**config.mk**
```make
export PLATFORM = sky130hd
export DESIGN_NAME = jtag_mm_write_master
export DESIGN_NICKNAME = d
export VERILOG_FILES = /design/src/rtl/jtag_mm_pkg.sv /design/src/rtl/jtag_mm_fifo.sv /design/src/rtl/jtag_mm_write_master.sv
export SDC_FILE = /design/constraint.sdc
export NUM_CORES = 1
export LEC_CHECK = 0
export ABC_AREA = 1
export BUFFER_PORTS_ARGS = -buffer_cell sky130_fd_sc_hd__buf_2
export CAP_MARGIN = 30
export CORE_MARGIN = 8
export CORE_UTILIZATION = 55
export CTS_BUF_LIST = sky130_fd_sc_hd__clkbuf_8 sky130_fd_sc_hd__clkbuf_16
export DETAILED_ROUTE_END_ITERATION = 7
export PLACE_DENSITY = 0.76
export RECOVER_POWER = 100
export SYNTH_ARGS = -nofsm -noshare
export SYNTH_HDL_FRONTEND = slang
export SYNTH_SLANG_ARGS = --single-unit
```
**constraint.sdc**
```tcl
create_clock -name Clk -period 3.4 [get_ports Clk]
set_input_delay 0.51 -clock Clk [delete_from_list [all_inputs] [get_ports Clk]]
set_output_delay 0.51 -clock Clk [all_outputs]
set_load 0.05 [all_outputs]
```
**src/rtl/jtag_mm_pkg.sv**
```systemverilog
// Shared definitions for the JTAG-to-Avalon write master: FSM states and the
// byte-enable mask used when a session ends on a partial word.
package jtag_mm_pkg;

  typedef enum logic [1:0] {
    ST_IDLE  = 2'd0,
    ST_RX    = 2'd1,
    ST_DRAIN = 2'd2
  } state_e;

  localparam int MAX_BE_W = 8;

  // Enables ceil(nbits/8) low byte lanes; the caller narrows to its own width.
  function automatic logic [MAX_BE_W-1:0] partial_be(input int nbits);
    int nbytes;
    logic [MAX_BE_W-1:0] mask;
    nbytes = (nbits + 7) / 8;
    mask   = '0;
    for (int i = 0; i < MAX_BE_W; i++) begin
      if (i < nbytes) mask[i] = 1'b1;
    end
    return mask;
  endfunction

endpackage

```
**src/rtl/jtag_mm_fifo.sv**
```systemverilog
// Synchronous word FIFO with flush. Exposes the head and the entry behind it so
// the write master can present the next beat on the same edge it pops the head.
module jtag_mm_fifo #(
  parameter int WIDTH = 18,
  parameter int DEPTH = 16
) (
  input  logic             clk,
  input  logic             rst_n,
  input  logic             flush,
  input  logic             push,
  input  logic [WIDTH-1:0] push_data,
  input  logic             pop,
  output logic [WIDTH-1:0] head_data,
  output logic [WIDTH-1:0] next_data,
  output logic             full,
  output logic             empty,
  output logic             has_next
);

  localparam int AW = $clog2(DEPTH);

  logic [WIDTH-1:0] mem [DEPTH];
  logic [AW-1:0]    wr_ptr_q, wr_ptr_d;
  logic [AW-1:0]    rd_ptr_q, rd_ptr_d;
  logic [AW-1:0]    rd_nxt;
  logic [AW:0]      count_q, count_d;
  logic             do_push, do_pop;

  assign full      = (count_q == (AW+1)'(DEPTH));
  assign empty     = (count_q == '0);
  assign has_next  = (count_q > (AW+1)'(1));
  assign rd_nxt    = rd_ptr_q + AW'(1);
  assign head_data = mem[rd_ptr_q];
  assign next_data = mem[rd_nxt];

  // A push into a full FIFO only lands if the head leaves on the same edge.
  always_comb begin
    do_push  = push & (~full | pop) & ~flush;
    do_pop   = pop & ~empty & ~flush;
    wr_ptr_d = wr_ptr_q;
    rd_ptr_d = rd_ptr_q;
    count_d  = count_q;
    if (flush) begin
      wr_ptr_d = '0;
      rd_ptr_d = '0;
      count_d  = '0;
    end else begin
      if (do_push) wr_ptr_d = wr_ptr_q + AW'(1);
      if (do_pop)  rd_ptr_d = rd_nxt;
      case ({do_push, do_pop})
        2'b10:   count_d = count_q + (AW+1)'(1);
        2'b01:   count_d = count_q - (AW+1)'(1);
        default: count_d = count_q;
      endcase
    end
  end

  always_ff @(posedge clk or negedge rst_n) begin
    if (!rst_n) begin
      wr_ptr_q <= '0;
      rd_ptr_q <= '0;
      count_q  <= '0;
    end else begin
      wr_ptr_q <= wr_ptr_d;
      rd_ptr_q <= rd_ptr_d;
      count_q  <= count_d;
    end
  end

  always_ff @(posedge clk) begin
    if (do_push) mem[wr_ptr_q] <= push_data;
  end

endmodule

```
**src/rtl/jtag_mm_write_master.sv**
```systemverilog
// Packs a synchronised JTAG shift stream LSB-first into DATA_W-bit words, queues
// them, and issues Avalon-MM writes from a per-session start address.
module jtag_mm_write_master
  import jtag_mm_pkg::*;
#(
  parameter int DATA_W    = 16,
  parameter int ADDR_W    = 25,
  parameter int DEPTH     = 16,
  parameter int ADDR_INCR = 1
) (
  input  logic                Clk,
  input  logic                nReset,
  input  logic                Capture,
  input  logic                Shift_Valid,
  input  logic                Shift_Bit,
  input  logic                Update,
  input  logic [ADDR_W-1:0]   Start_Address,
  output logic [ADDR_W-1:0]   Avalon_Address,
  output logic [DATA_W/8-1:0] Avalon_ByteEnable,
  output logic [DATA_W-1:0]   Avalon_WriteData,
  output logic                Avalon_Write,
  input  logic                Avalon_WaitRequest,
  output logic                Busy,
  output logic                Overflow,
  output logic [ADDR_W-1:0]   Word_Count
);

  localparam int BE_W  = DATA_W / 8;
  localparam int CNT_W = $clog2(DATA_W);
  localparam int FW    = DATA_W + BE_W;

  state_e              state_q, state_d;
  logic [CNT_W-1:0]    bitcnt_q, bitcnt_d;
  logic [DATA_W-1:0]   asm_q, asm_d, asm_bit;
  logic [CNT_W:0]      fill;
  logic [ADDR_W-1:0]   addr_q, addr_d, start_q, start_d, count_q, count_d;
  logic [DATA_W-1:0]   wdata_q, wdata_d;
  logic [BE_W-1:0]     be_q, be_d;
  logic                write_q, write_d, pend_q, pend_d;
  logic                ovf_q, ovf_d, busy_q, busy_d;
  logic                accept, stall, drain_done;
  logic                push, pop, flush, full, empty, has_next;
  logic [FW-1:0]       push_data, head_data, next_data;

  jtag_mm_fifo #(.WIDTH(FW), .DEPTH(DEPTH)) u_fifo (
    .clk       (Clk),
    .rst_n     (nReset),
    .flush     (flush),
    .push      (push),
    .push_data (push_data),
    .pop       (pop),
    .head_data (head_data),
    .next_data (next_data),
    .full      (full),
    .empty     (empty),
    .has_next  (has_next)
  );

  always_comb begin
    state_d   = state_q;
    bitcnt_d  = bitcnt_q;
    asm_d     = asm_q;
    asm_bit   = asm_q;
    fill      = {1'b0, bitcnt_q};
    addr_d    = addr_q;
    start_d   = start_q;
    count_d   = count_q;
    wdata_d   = wdata_q;
    be_d      = be_q;
    write_d   = write_q;
    pend_d    = pend_q;
    ovf_d     = ovf_q;
    push      = 1'b0;
    pop       = 1'b0;
    flush     = 1'b0;
    push_data = '0;
    accept    = write_q & ~Avalon_WaitRequest;
    stall     = write_q & Avalon_WaitRequest;

    if (Capture) begin
      // Old-session words are discarded now; a stalled beat finishes at its
      // old address and the new base is loaded on its accept edge.
      state_d  = ST_RX;
      bitcnt_d = '0;
      asm_d    = '0;
      ovf_d    = 1'b0;
      flush    = 1'b1;
      start_d  = Start_Address;
      if (stall) begin
        pend_d = 1'b1;
      end else begin
        write_d = 1'b0;
        addr_d  = Start_Address;
        count_d = '0;
        pend_d  = 1'b0;
      end
    end else begin
      if (state_q == ST_RX) begin
        if (Shift_Valid) begin
          asm_bit[bitcnt_q] = Shift_Bit;
          if (bitcnt_q == CNT_W'(DATA_W-1)) begin
            push      = 1'b1;
            push_data = {{BE_W{1'b1}}, asm_bit};
            bitcnt_d  = '0;
            asm_d     = '0;
            fill      = '0;
          end else begin
            bitcnt_d = bitcnt_q + CNT_W'(1);
            asm_d    = asm_bit;
            fill     = {1'b0, bitcnt_q} + (CNT_W+1)'(1);
          end
        end
        if (Update) begin
          if (fill != '0) begin
            push      = 1'b1;
            push_data = {BE_W'(partial_be(int'(fill))), asm_bit};
            bitcnt_d  = '0;
            asm_d     = '0;
          end
          state_d = (push || !empty || write_q) ? ST_DRAIN : ST_IDLE;
        end
      end

      if (accept) begin
        if (pend_q) begin
          write_d = 1'b0;
          addr_d  = start_q;
          count_d = '0;
          pend_d  = 1'b0;
        end else begin
          pop     = 1'b1;
          count_d = count_q + ADDR_W'(1);
          if (ADDR_INCR != 0) addr_d = addr_q + ADDR_W'(1);
          write_d = has_next;
          if (has_next) {be_d, wdata_d} = next_data;
        end
      end else if (!write_q && !empty) begin
        write_d         = 1'b1;
        {be_d, wdata_d} = head_data;
      end

      if (push && full && !pop) ovf_d = 1'b1;
    end

    drain_done = !write_d && !push && (empty || (pop && !has_next));
    if (!Capture && state_q == ST_DRAIN && drain_done) state_d = ST_IDLE;
    busy_d = (state_d != ST_IDLE) | write_d;
  end

  always_ff @(posedge Clk or negedge nReset) begin
    if (!nReset) begin
      state_q  <= ST_IDLE;
      bitcnt_q <= '0;
      asm_q    <= '0;
      addr_q   <= '0;
      start_q  <= '0;
      count_q  <= '0;
      wdata_q  <= '0;
      be_q     <= '0;
      write_q  <= 1'b0;
      pend_q   <= 1'b0;
      ovf_q    <= 1'b0;
      busy_q   <= 1'b0;
    end else begin
      state_q  <= state_d;
      bitcnt_q <= bitcnt_d;
      asm_q    <= asm_d;
      addr_q   <= addr_d;
      start_q  <= start_d;
      count_q  <= count_d;
      wdata_q  <= wdata_d;
      be_q     <= be_d;
      write_q  <= write_d;
      pend_q   <= pend_d;
      ovf_q    <= ovf_d;
      busy_q   <= busy_d;
    end
  end

  assign Avalon_Address    = addr_q;
  assign Avalon_ByteEnable = be_q;
  assign Avalon_WriteData  = wdata_q;
  assign Avalon_Write      = write_q;
  assign Busy              = busy_q;
  assign Overflow          = ovf_q;
  assign Word_Count        = count_q;

endmodule
```
==> impl_metrics.tcl <==
set metrics [dict create \
    status "finished, violations left" \
    failed_checks "capacitance limit, slew limit" \
    drt_iter0_markers 2131 \
    dpl.hpwl_um 39360 \
    hold_class "in2reg" \
    path_clk_slew_ps 60 \
    p_comb_share_pct 16.5 \
    ir_drop_v 0.0005389 \
    clock_power_share_pct 37.3 \
    die_w_um 215.2 \
    synth_warnings 0 \
    top_layer "met5" \
    die_h_um 215.2 \
    switching_share_pct 31.03 \
    arrival_ps 3450 \
    vias 18710 \
    timing.hold.worst.start "Start_Address[21]" \
    clock_skew_ps 18.73 \
    power.density_mw_per_mm2 536.6 \
    crit_path_start "Capture" \
    cpMostUsedCell "nand2_1" \
    grt_overflow 0 \
    syn-cell-area_sq_mm 0.02183 \
    cp_max_fo 21 \
    hold_end "start_q[21]" \
    syn-instance-count 2438 \
    max_stage_delay_ps 670 \
    p_seq_share_pct 46.2 \
    post-route-period-util_pct 88.57 \
    synth_edf_count 288 \
    wl_met1_um 24060 \
    ys_async_sr_fraction_pct 31.43 \
    cap_violations 2 \
    cts_tree "done" \
    r2r_slack_ps 400 \
    yosys.cell_types.count 54 \
    hold_viol 0 \
    min_path_cells 3 \
    coreArea_sq_mm 0.03946 \
    syn_avg_cell_area_sq_um 8.955 \
    r2r_end "u_fifo.mem[12][4]" \
    layout_min_cycle_time_ps 3011 \
    setup_violations 0 \
    dr.pass1.iters 7 \
    hold_buffers 1 \
    wl_um 61040 \
    synth-main-ff-cell "edfxtp_1" \
    antenna_found_initial 1 \
    wire_per_inst_um 19.98 \
    crit_slowest_cell "nor2_1" \
    p_leak_uw 0.009514 \
    antennaDiodeCount 0 \
    synth-seq-cells 420 \
    place_congestion 0.9483 \
    worst_pin_slew_ps 2059 \
    tns_ps 0 \
    required_ps 3840 \
    critPathLaunchType "primary input" \
    rsz0062_at_grt "false" \
    nets 2542 \
    io_buffer_count 102 \
    wl_met3_um 6393 \
    drive_gt1_share_pct 7.628 \
    ys_seq_area_share_pct 54.74 \
    path_cells "clkbuf_1 -> clkbuf_1 -> nor2_1 -> inv_1 -> nand2_1 -> and3_1 -> clkbuf_2 -> inv_4 -> nand2_1 -> nand2_1" \
    grt_pass1_wl_um 96270 \
    switchingPower_uw 4037 \
    post_cts_buffers 0 \
    cts.sinks 420 \
    syn_nets 2485 \
    fillers 3291 \
    wl_met2_um 28200 \
    worstSetupPathType "in2reg" \
    vias_per_cell 6.123 \
    io_pins 103 \
    clock_latency_ps 570 \
    relSlewSlack_pct -37.24 \
    drc 0 \
    cts_resized 0 \
    slew_violations 109 \
    grt_max_degree 208 \
    max_freq_mhz 332.1 \
    worst-r2r-cell-count 12 \
    crit_path_end_kind "flip-flop" \
    cts_inserted_buffers 44 \
    r2r-start "bitcnt_q[1]" \
    grt_usage_pct 25.54 \
    rows 73 \
    initial_core_util_pct 55.33 \
    first_global_vias 17930 \
    die_area_sq_mm 0.04633 \
    htreeDepth 2 \
    drtAntennaViolNets 0 \
    cts_buffer_depth 3 \
    internal-power_uw 8974 \
    cts_root_buffer "clkbuf_16" \
    fin_util_pct 61.45 \
    area_growth_syn_to_layout_pct 11.06 \
]
[layout by cell type (no fill, tap or decap), types with 3 or more instances in the layout]
cell	instances
nand2_1	326
inv_1	257
buf_12	14
bufinv_16	4
nand4_1	11
nor2_2	7
nand3_2	3
inv_2	6
nand3b_1	7
a21oi_1	322
dfrtp_1	130
nand3_1	237
ha_1	15
buf_4	36
xnor2_1	10
xor2_1	11
clkinv_4	4
o21ai_0	314
inv_6	7
buf_2	29
clkbuf_2	6
nand2_2	5
clkinv_1	12
clkbuf_16	46
o221ai_1	32
o21ai_1	19
nor2_1	130
nor2_4	3
o31ai_1	7
clkinv_2	8
edfxtp_1	288
clkbuf_1	83
nor3_1	30
o22ai_1	13
a31oi_1	23
o211ai_1	45
[power groups by stage]
stage	clock network (uW)	logic (uW)	registers, uW
CTS	4930	2230	6000
global route	5100	2340	6030
floorplan	0	925	6720
global placement	0	2180	6090
finish	4850	2150	6010
detailed placement	0	2220	6100
[state kept, by name, indices dropped and copies added, names as in the netlist]
signal / flops
start_q: 25
Word_Count: 25
u_fifo.wr_ptr_q: 4
u_fifo.mem: 288
u_fifo.rd_ptr_q: 4
Avalon_Address: 25
state_q: 2
Avalon_WriteData: 16
u_fifo.count_q: 5
asm_q: 16
Avalon_ByteEnable: 2
Overflow: 1
bitcnt_q: 4
pend_q: 1
Avalon_Write: 1
Busy: 1
[through the flow]
step	cell area (sq um)	total power, uW	hold slack [ps]	setup slack, ps	instances
6_report	24250	13010	158.5	388.7	3055
2_1_floorplan	21830	7647	214.4	548.7	2438
5_1_grt	24250	13470	177.1	178.1	3055
3_5_place_dp	23030	8316	458.2	412.5	2972
3_3_place_gp	23030	8270	450.6	497.8	2972
4_1_cts	24500	13160	135.2	511.4	3054
[cell type report]
type	count	area, sq um	share of cell area, %
Sequential cell	420	11960	49.32
Multi-Input combinational cell	1594	8124	33.51
Clock buffer	46	1151	4.747
Timing Repair Buffer	169	1047	4.319
Inverter	266	1008	4.159
Tap cell	525	656.9	2.709
Clock inverter	35	300.3	1.238
[synthesized netlist by cell type (15+ instances only)]
library cell | instances | area [sq um]
inv_1 | 250 | 938.4
o221ai_1 | 32 | 280.3
nand2_1 | 325 | 1220
nand3_1 | 234 | 1171
buf_1 | 28 | 105.1
o211ai_1 | 45 | 337.8
o21ai_1 | 26 | 130.1
edfxtp_1 | 288 | 8648
clkbuf_1 | 72 | 270.3
dfrtp_1 | 132 | 3303
ha_1 | 15 | 187.7
buf_2 | 48 | 240.2
nor2_1 | 129 | 484.2
a31oi_1 | 23 | 143.9
a21oi_1 | 322 | 1612
o21ai_0 | 306 | 1531
nor3_1 | 28 | 140.1
[per-layer routing]
metal	track usage, %	vias up
met5	0	-
met4	11.12	2
met3	5.604	184
met2	40.94	1121
met1	33.16	8735
li1	-	8664
[worst max path at each step]
stage	to	depth (start not counted)
floorplan	u_fifo.mem[0][0]	7
global placement	u_fifo.mem[13][14]	12
detailed placement	u_fifo.mem[15][14]	12
CTS	u_fifo.mem[15][14]	11
global route	u_fifo.mem[13][6]	12
finish	Avalon_ByteEnable[1]	10
[cell families after synthesis]
kind of cell	count (synthesis)	share of synthesized area, %
AOI/OAI and AO/OA	786	19.74
xor gates and xnor gates	23	0.9227
adders and majority gates	15	0.8596
buffers and inverters	424	7.863
DFF	420	54.74
and+or+nand+nor	770	15.87
[critical path: cells and delay by family]
family / cells / cell delay, ps
buffers and inverters: 5 / 1750
AND/OR/NAND/NOR: 5 / 1160
Note: power is estimated with default switching activity, not from simulation.
